--- src/rtl/pn_token_feeder.sv ---
// pn_token_feeder: buffers one PN expression, checks it for its mode, replays it to the evaluator as one burst
// Ports: host stream s_valid/s_ready/s_last/s_mode/s_operator/s_in; evaluator pn_in_valid/pn_mode/pn_operator/pn_in,
// completion pn_out_valid; status busy, err/err_code (1 overflow, 2 malformed); err_cnt only with PN_ERR_CNT_EN.
module pn_token_feeder #(
  parameter int MAX_TOK = 12,
  parameter int CNT_W   = 4
) (
  input  logic       clk,
  input  logic       rst_n,
  input  logic       s_valid,
  output logic       s_ready,
  input  logic       s_last,
  input  logic [1:0] s_mode,
  input  logic       s_operator,
  input  logic [2:0] s_in,
  output logic       pn_in_valid,
  output logic [1:0] pn_mode,
  output logic       pn_operator,
  output logic [2:0] pn_in,
  input  logic       pn_out_valid,
  output logic       busy,
  output logic       err,
  output logic [1:0] err_code
`ifdef PN_ERR_CNT_EN
  ,
  output logic [7:0] err_cnt
`endif
);
  typedef enum logic [2:0] {IDLE, COLLECT, DROP, CHECK, EMIT, WAIT} state_t;
  localparam logic [CNT_W-1:0] cnt_max = CNT_W'(MAX_TOK);
  localparam logic signed [CNT_W:0] lv_zero = '0;
  localparam logic signed [CNT_W:0] lv_one = (CNT_W+1)'(1);
  localparam logic signed [CNT_W:0] lv_two = (CNT_W+1)'(2);
  state_t state;
  logic [3:0] buf_q [MAX_TOK];
  logic [CNT_W-1:0] cnt, ptr, wr_idx;
  logic [1:0] mode, pos, pos_c, pos_n, m;
  logic signed [CNT_W:0] lvl, lvl_c, lvl_n;
  logic bad, bad_c, bad_n, beat, first, legal, slot_op, seen;
  assign s_ready = state == IDLE || state == COLLECT || state == DROP;
  assign busy = state != IDLE;
  assign beat = s_valid && s_ready;
  assign first = state == IDLE;
  assign m = first ? s_mode : mode;
  assign pos_c = first ? 2'd0 : pos;
  assign bad_c = first ? 1'b0 : bad;
  assign lvl_c = first ? {{CNT_W{1'b0}}, s_mode == 2'd2} : lvl;
  assign slot_op = m[0] ? pos_c == 2'd2 : pos_c == 2'd0;
  assign wr_idx = first ? '0 : cnt;
  assign legal = !bad && (mode[1] ? (mode[0] ? lvl == lv_one : lvl == lv_zero)
                                  : (cnt == CNT_W'(3) || cnt == CNT_W'(6) || cnt == CNT_W'(9)));
  always_comb begin
    pos_n = pos_c == 2'd2 ? 2'd0 : pos_c + 2'd1;
    lvl_n = lvl_c;
    bad_n = bad_c;
    if (!m[1]) bad_n = bad_c | (s_operator != slot_op);
    else if (!m[0]) begin
      bad_n = bad_c | (lvl_c <= lv_zero);
      lvl_n = s_operator ? lvl_c + lv_one : lvl_c - lv_one;
    end else begin
      bad_n = bad_c | (s_operator && lvl_c < lv_two);
      lvl_n = s_operator ? lvl_c - lv_one : lvl_c + lv_one;
    end
    bad_n = bad_n | (lvl_n < lv_zero);
  end
  always_ff @(posedge clk)
    if (beat && state != DROP && wr_idx < cnt_max) buf_q[wr_idx] <= {s_operator, s_in};
  always_ff @(posedge clk or negedge rst_n) begin
    if (!rst_n) begin
      state <= IDLE;
      cnt <= '0;
      ptr <= '0;
      mode <= '0;
      pos <= '0;
      lvl <= '0;
      bad <= 1'b0;
      seen <= 1'b0;
      pn_in_valid <= 1'b0;
      pn_mode <= '0;
      pn_operator <= 1'b0;
      pn_in <= '0;
      err <= 1'b0;
      err_code <= '0;
    end else begin
      err <= 1'b0;
      err_code <= '0;
      case (state)
        IDLE: if (beat) begin
          mode <= s_mode;
          cnt <= CNT_W'(1);
          pos <= pos_n;
          lvl <= lvl_n;
          bad <= bad_n;
          state <= s_last ? CHECK : COLLECT;
        end
        COLLECT: if (beat) begin
          if (cnt == cnt_max) begin
            err <= s_last;
            err_code <= s_last ? 2'd1 : 2'd0;
            state <= s_last ? IDLE : DROP;
          end else begin
            cnt <= cnt + CNT_W'(1);
            pos <= pos_n;
            lvl <= lvl_n;
            bad <= bad_n;
            state <= s_last ? CHECK : COLLECT;
          end
        end
        DROP: if (beat && s_last) begin
          err <= 1'b1;
          err_code <= 2'd1;
          state <= IDLE;
        end
        CHECK: begin
          if (legal) begin
            pn_in_valid <= 1'b1;
            pn_mode <= mode;
            {pn_operator, pn_in} <= buf_q[0];
            ptr <= CNT_W'(1);
            state <= EMIT;
          end else begin
            err <= 1'b1;
            err_code <= 2'd2;
            state <= IDLE;
          end
        end
        EMIT: begin
          if (ptr == cnt) begin
            pn_in_valid <= 1'b0;
            pn_mode <= '0;
            {pn_operator, pn_in} <= '0;
            seen <= 1'b0;
            state <= WAIT;
          end else begin
            {pn_operator, pn_in} <= buf_q[ptr];
            ptr <= ptr + CNT_W'(1);
          end
        end
        WAIT: begin
          if (pn_out_valid) seen <= 1'b1;
          else if (seen) begin
            seen <= 1'b0;
            state <= IDLE;
          end
        end
        default: state <= IDLE;
      endcase
    end
  end
`ifdef PN_ERR_CNT_EN
  always_ff @(posedge clk or negedge rst_n)
    if (!rst_n) err_cnt <= '0;
    else if (err && err_cnt != 8'hff) err_cnt <= err_cnt + 8'd1;
`endif
endmodule
--- config.mk ---
export PLATFORM = sky130hd
export DESIGN_NAME = pn_token_feeder
export DESIGN_NICKNAME = d
export VERILOG_FILES = /design/src/rtl/pn_token_feeder.sv
export SDC_FILE = /design/constraint.sdc
export NUM_CORES = 1
export LEC_CHECK = 0
export BUFFER_PORTS_ARGS = -buffer_cell sky130_fd_sc_hd__buf_2
export CORE_UTILIZATION = 60
export CTS_CLUSTER_DIAMETER = 100
export CTS_CLUSTER_SIZE = 8
export DETAILED_ROUTE_END_ITERATION = 16
export PLACE_DENSITY_LB_ADDON = 0.08
export SLEW_MARGIN = 20
export SYNTH_ARGS = -nofsm -noshare
export SYNTH_HDL_FRONTEND = slang
export SYNTH_SLANG_ARGS = --single-unit
--- constraint.sdc ---
create_clock -name clk -period 5 [get_ports clk]
set_clock_uncertainty 0.2 [all_clocks]
set_input_delay 0.5 -clock clk [delete_from_list [all_inputs] [get_ports clk]]
set_output_delay 0.5 -clock clk [all_outputs]
set_load 0.05 [all_outputs]
Word-level counts from Yosys, hierarchy flattened
Memories as Yosys holds them, arrays and structs flattened. Cells that the tools add are included.

$add $sub $neg: 5. $mul: 0. Divide/modulo/power cells: 0. Order comparisons: 4. Equality and inequality tests: 24. Shift-type cells: 0. Mux-type cells: 72. Bitwise operators: 4. Reductions and logical operators: 25.

Operators with widths (number): $mux 5 (8); $mux 3 (9); $mux 1 (24); $mux 2 (12); $mux 4 (6); $pmux 3 s6 (1); $pmux 4 s2 (2); $ne 2x2->1 const B (7); $pmux 5 s2 (1); $add 4x1->4 const B (2); $eq 4x4->1 const B (2); $pmux 1 s2 (4); $pmux 2 s2 (2); $eq 3x2->1 const B (2); $eq 3x3->1 const B (2); $logic_and 1x1->1 (6); $pmux 2 s3 (1); $pmux 3 s2 (1); $reduce_and 2->1 (3); $reduce_and 3->1 (2); $reduce_and 6->1 (1); $reduce_bool 2->1 (3); $add 5x2->5 const B (1); $eq 5x2->1 const B (1); other kinds (23) (31).

Bits in registers: 32. Bits in latches: 0. Memory bits (writable): 48. ROM bits: 0. Bits of input ports: 11. Output and inout bits: 12. Logic and storage cells: 149. Memories: 1.

Memory list: buf_q (depth 12, bits a word 4, read ports 2, clocked after memory_dff 0, wr ports 1, line 35) `logic [3:0] buf_q [MAX_TOK];`.

Longest topological paths before layout
Word-level depth: 11. Mapped depth: 12. Gate-level depth less buffers: 10.

Worst setup path after synthesis
Ideal clock, no wire load.

Path type: reg2reg. Start point: register state[2]. End point: register bad. Data arrival time: 2.555 ns. Data required time: 4.729 ns. Slack: 2.174 ns. Cell stages (with the launch flop): 12. Buffers on the path: 2. Clock period less this slack: 2.826 ns. Cell sequence: dfrtp_1 buf_2 nor3_2 inv_1 clkbuf_1 nand2_1 ha_1 or4bb_1 a21oi_1 a211o_1 a211o_1 nand4_1.

Word-level cells in the longest chain between the ends: 11. Elaborated cells on any way between the ends: 39.

RTL lines: from (decl) (line 34) `state_t state;`; from (signal assigned) (line 94) `state <= s_last ? CHECK : COLLECT;`; from (signal assigned) (line 100) `state <= s_last ? IDLE : DROP;`; from (signal assigned) (line 106) `state <= s_last ? CHECK : COLLECT;`; $logic_not 3->1 (line 40, 43, 87); $mux 5 or $mux 2 (tied branches) (line 47, 45); $sub 5x2->5, or another cell as far along (line 59, 62); $mux 5, or another cell as far along (line 59) `lvl_n = s_operator ? lvl_c + lv_one : lvl_c - lv_one;`; $mux 5, or another cell as far along (line 57) `else if (!m[0]) begin`; $mux 5, or another cell as far along (line 56) `if (!m[1]) bad_n = bad_c | (s_operator != slot_op);`; $lt 5x1->1 or $mux 1 (tied branches) (line 64, 56); $or 1x1->1 (line 64) `bad_n = bad_n | (lvl_n < lv_zero);`; $mux 1 (line 97) `if (cnt == cnt_max) begin`; $mux 1 (line 96) `COLLECT: if (beat) begin`; $pmux 1 s2 (line 87) `case (state)`; to (signal assigned) (line 93) `bad <= bad_n;`; to (signal assigned) (line 105) `bad <= bad_n;`; to (decl) (line 39) `logic bad, bad_c, bad_n, beat, first, legal, slot_op, seen;`.

Parallel ways exist; a longest one is shown, timed or not. The select of a mux whose other input is x is not followed. A chain may end at the register's enable or synchronous reset.

Worst setup path after layout
Start point: register state[0]. End point: register bad.

Same word-level chain as after synthesis.

==> impl_metrics.tcl <==
set metrics [dict create \
    timing.final.crit_share_pct 65.4 \
    cts_setup_buffers 0 \
    floorplan.io_pins 23 \
    synth_warnings 0 \
    max_cap_violations 0 \
    r2r_setup_slack_ns 1.73 \
    layout.cells.most_common_list "sky130_fd_sc_hd__edfxtp_1 (48), sky130_fd_sc_hd__dfrtp_1 (32), sky130_fd_sc_hd__nor2_1 (27)" \
    finalCriticalPeriod_ns 3.27 \
    worstPathArrival_ns 3.29 \
    mean_cell_area_of_the_mapped_netlist_sq_um 12.2 \
    dominantRegCellSynth "sky130_fd_sc_hd__edfxtp_1" \
    synth_adder_area_share_pct 2.77 \
    power.static_leakage_nw 1.64 \
    firstDrtPassIters 10 \
    diodes 0 \
    yosys.area_share.simple_pct 12.2 \
    maxSlewViolCount 0 \
    cts_h_tree_depth 3 \
    seq_area_frac_synth_pct 55.2 \
    post_synth_main_area_contributors "sky130_fd_sc_hd__edfxtp_1 (35%), sky130_fd_sc_hd__dfrtp_1 (20%), sky130_fd_sc_hd__mux4_2 (6.7%)" \
    cp-start-kind "register" \
    syn_area_sq_um 4060 \
    cts.repair.resized 0 \
    gp_congestion 0.870 \
    ir_worst_vdd_v 0.000279 \
    n_fill_cell 475 \
    synth.top_cell.area_share_pct 35.5 \
    worst_path_max_fanout 21 \
    worst_skew_pair.late_latency_ns 0.35 \
    tightest_slew_ns 0.968 \
    synth-compound-area-share_pct 13.5 \
    post_route_cells_drive_above_1_share_pct 17.2 \
    setup.worst_path.class "register to register" \
    yosys.area.top_type "sky130_fd_sc_hd__edfxtp_1" \
    route.vias.total 2662 \
    failed_checks "design-rule violations, negative hold slack" \
    post_synth_inst_count 334 \
    mostFrequentLayoutCell "sky130_fd_sc_hd__edfxtp_1" \
    wire_per_inst_um 19.0 \
    p_per_area_nw_per_um2 555 \
    maxClockFrequency_mhz 306 \
    clk_path_buf_depth 2 \
    clock_sink_count 80 \
    cts-buffers-inserted 9 \
    synth-xor-area-share_pct 2.80 \
    die_y_um 84.3 \
    number_of_flops_mapped_to_enable_cells_by_yosys 48 \
    final_worst_slack_ns 1.73 \
    fin_tns_setup_ns 0 \
    overflow 0 \
    worst_hold_slack_ns -0.00290 \
    outcome "complete, but fails checks" \
    final_net_count 363 \
    gr_util_all_layers_pct 25.1 \
    unrepaired_setup_endpoints_after_global_routing "false" \
    routed_wl_um 8070 \
    grt_first_pass_wirelength_um 13300 \
    pin_count_of_the_biggest_net_entering_global_routing 33 \
    finalHoldViolations 4 \
    die_area_sq_um 7100 \
    setup-violations-final 0 \
    cts_tree "done" \
    drc 4 \
    post-dp-hpwl_um 5570 \
    port-buffer-count 22 \
    synth.area.mux_share_pct 9.27 \
    effective_utilization_at_floorplan_pct 62.9 \
    die_w_um 84.3 \
    layout-area-overhead-vs-synth_pct 6.74 \
    antenna_violations_before_repair 0 \
    largest_family_of_logic_cells_by_synthesized_area "compound AO/OA/AOI/OAI gates" \
    yosys_register_bits 80 \
    cts_hold_repair.buffers 0 \
    totalPowerFinal_w 0.00241 \
    netlist-cell-type-count 64 \
    clkSlewWorstSetupHoldPaths_ns 0.08 \
    clock_tree.root_cell "sky130_fd_sc_hd__clkbuf_8" \
    min_path_type "primary input to asynchronous set/reset pin" \
    slew_headroom_pct 35.5 \
    via_count_of_the_first_global_routing_pass 2521 \
    placement.setup.worst_slack_ns 1.80 \
    initial_detailed_routing_violation_count 216 \
    mappedNetlistNets 354 \
    worstSetupEndpointType "register" \
    number_of_nets_still_failing_antenna_checks_after_routing 0 \
    detail_route.vias_per_cell 6.26 \
    standard_cell_rows 29 \
    cp.required_ns 5.02 \
    total_core_area_sq_um 6460 \
    synth-async-reset-ratio_pct 40.0 \
]
[power by group]
group / internal (W) / leakage, nW / switching [W]
Clock: 0.000233 / 0.0972 / 0.000238
Sequential: 0.000827 / 0.839 / 0.000221
Combinational: 0.000361 / 0.707 / 0.000528
Total: 0.00142 / 1.64 / 0.000987
[metal layers]
metal	track usage, %	up-vias	routed length, um
li1	-	1267	-
met1	38.0	1303	3940
met2	36.7	82	3670
met3	4.52	10	342
met4	9.40	0	116
met5	0	-	0
[worst max-delay path, stage by stage (launching register included)]
cell and delay (ns):
sky130_fd_sc_hd__dfrtp_1 0.62, sky130_fd_sc_hd__nor3_2 0.67, sky130_fd_sc_hd__mux2i_1 0.51, sky130_fd_sc_hd__ha_1 0.28
sky130_fd_sc_hd__or4bb_1 0.40, sky130_fd_sc_hd__a21oi_1 0.13, sky130_fd_sc_hd__a211o_1 0.11, sky130_fd_sc_hd__a211o_1 0.13
sky130_fd_sc_hd__nand4_1 0.08
[cell usage after synthesis, types with 3 or more instances]
cell	number
sky130_fd_sc_hd__nand2b_1	5
sky130_fd_sc_hd__ha_1	9
sky130_fd_sc_hd__nand2_1	26
sky130_fd_sc_hd__buf_2	8
sky130_fd_sc_hd__o211ai_1	6
sky130_fd_sc_hd__buf_6	3
sky130_fd_sc_hd__a21oi_1	10
sky130_fd_sc_hd__nand4_1	5
sky130_fd_sc_hd__o21ai_0	14
sky130_fd_sc_hd__o221ai_1	3
sky130_fd_sc_hd__mux2i_1	5
sky130_fd_sc_hd__o21a_1	4
sky130_fd_sc_hd__inv_1	13
sky130_fd_sc_hd__nand3_1	8
sky130_fd_sc_hd__o21ai_1	3
sky130_fd_sc_hd__nor3_1	6
sky130_fd_sc_hd__dfrtp_1	32
sky130_fd_sc_hd__nor2_1	27
sky130_fd_sc_hd__edfxtp_1	48
sky130_fd_sc_hd__a2bb2oi_1	4
sky130_fd_sc_hd__nor2b_1	3
sky130_fd_sc_hd__o31ai_1	7
sky130_fd_sc_hd__clkbuf_1	11
sky130_fd_sc_hd__mux2_2	5
sky130_fd_sc_hd__xor2_1	8
sky130_fd_sc_hd__mux4_2	12
sky130_fd_sc_hd__xnor2_1	5
[cell families (layout without fill, tap and decap cells)]
family                   Yosys count  in the layout
AND/OR/NAND/NOR                   96             96
flip-flops                        80             80
multiplexers                      22             22
AO/OA/AOI/OAI                     77             77
adder cells (fa/ha/maj)            9              9
XOR/XNOR                          13             13
buffers and inverters             37             51
[state kept, by name, indices dropped and copies added, names as in the netlist, 2 cells and up]
register  flops
buf_q        48
cnt           4
err_code      2
lvl           5
mode          2
pn_in         3
pn_mode       2
pos           2
ptr           4
state         3
[path summary, 6_finish.rpt]
| path | cells past startpoint | to | startpoint |
|---|---|---|---|
| setup reg to reg | 8 | bad | state[0] |
| hold reg to reg | 1 | pn_in_valid | pn_in_valid |
| max in group asynchronous | 1 | bad | rst_n |
| min in group clk | 3 | mode[1] | s_mode[1] |
| setup / recovery | 8 | bad | state[0] |
| hold / removal | 1 | pn_in_valid | rst_n |
[layout make-up]
type	count	area [sq um]	area share (%)
flip-flops and latches	80	2240	51.7
clock inverters	6	66.3	1.53
inverters	13	48.8	1.13
clock buffers	10	128	2.94
repair buffers	22	110	2.54
multi-input cells	217	1650	37.9
well taps	77	96.3	2.22
[stage by stage]
step | cells | hold WS, ns | cell area (sq um) | util, %
2_1_floorplan | 334 | 0.00441 | 4060 | -
3_5_place_dp | 409 | 0.265 | 4140 | 64.1
3_3_place_gp | 409 | 0.253 | 4140 | 64.1
6_report | 425 | -0.00290 | 4340 | 67.1
5_1_grt | 425 | 0.0457 | 4340 | 67.1
4_1_cts | 425 | 0.0168 | 4340 | 67.1
Power figures use the tool's default switching activity.
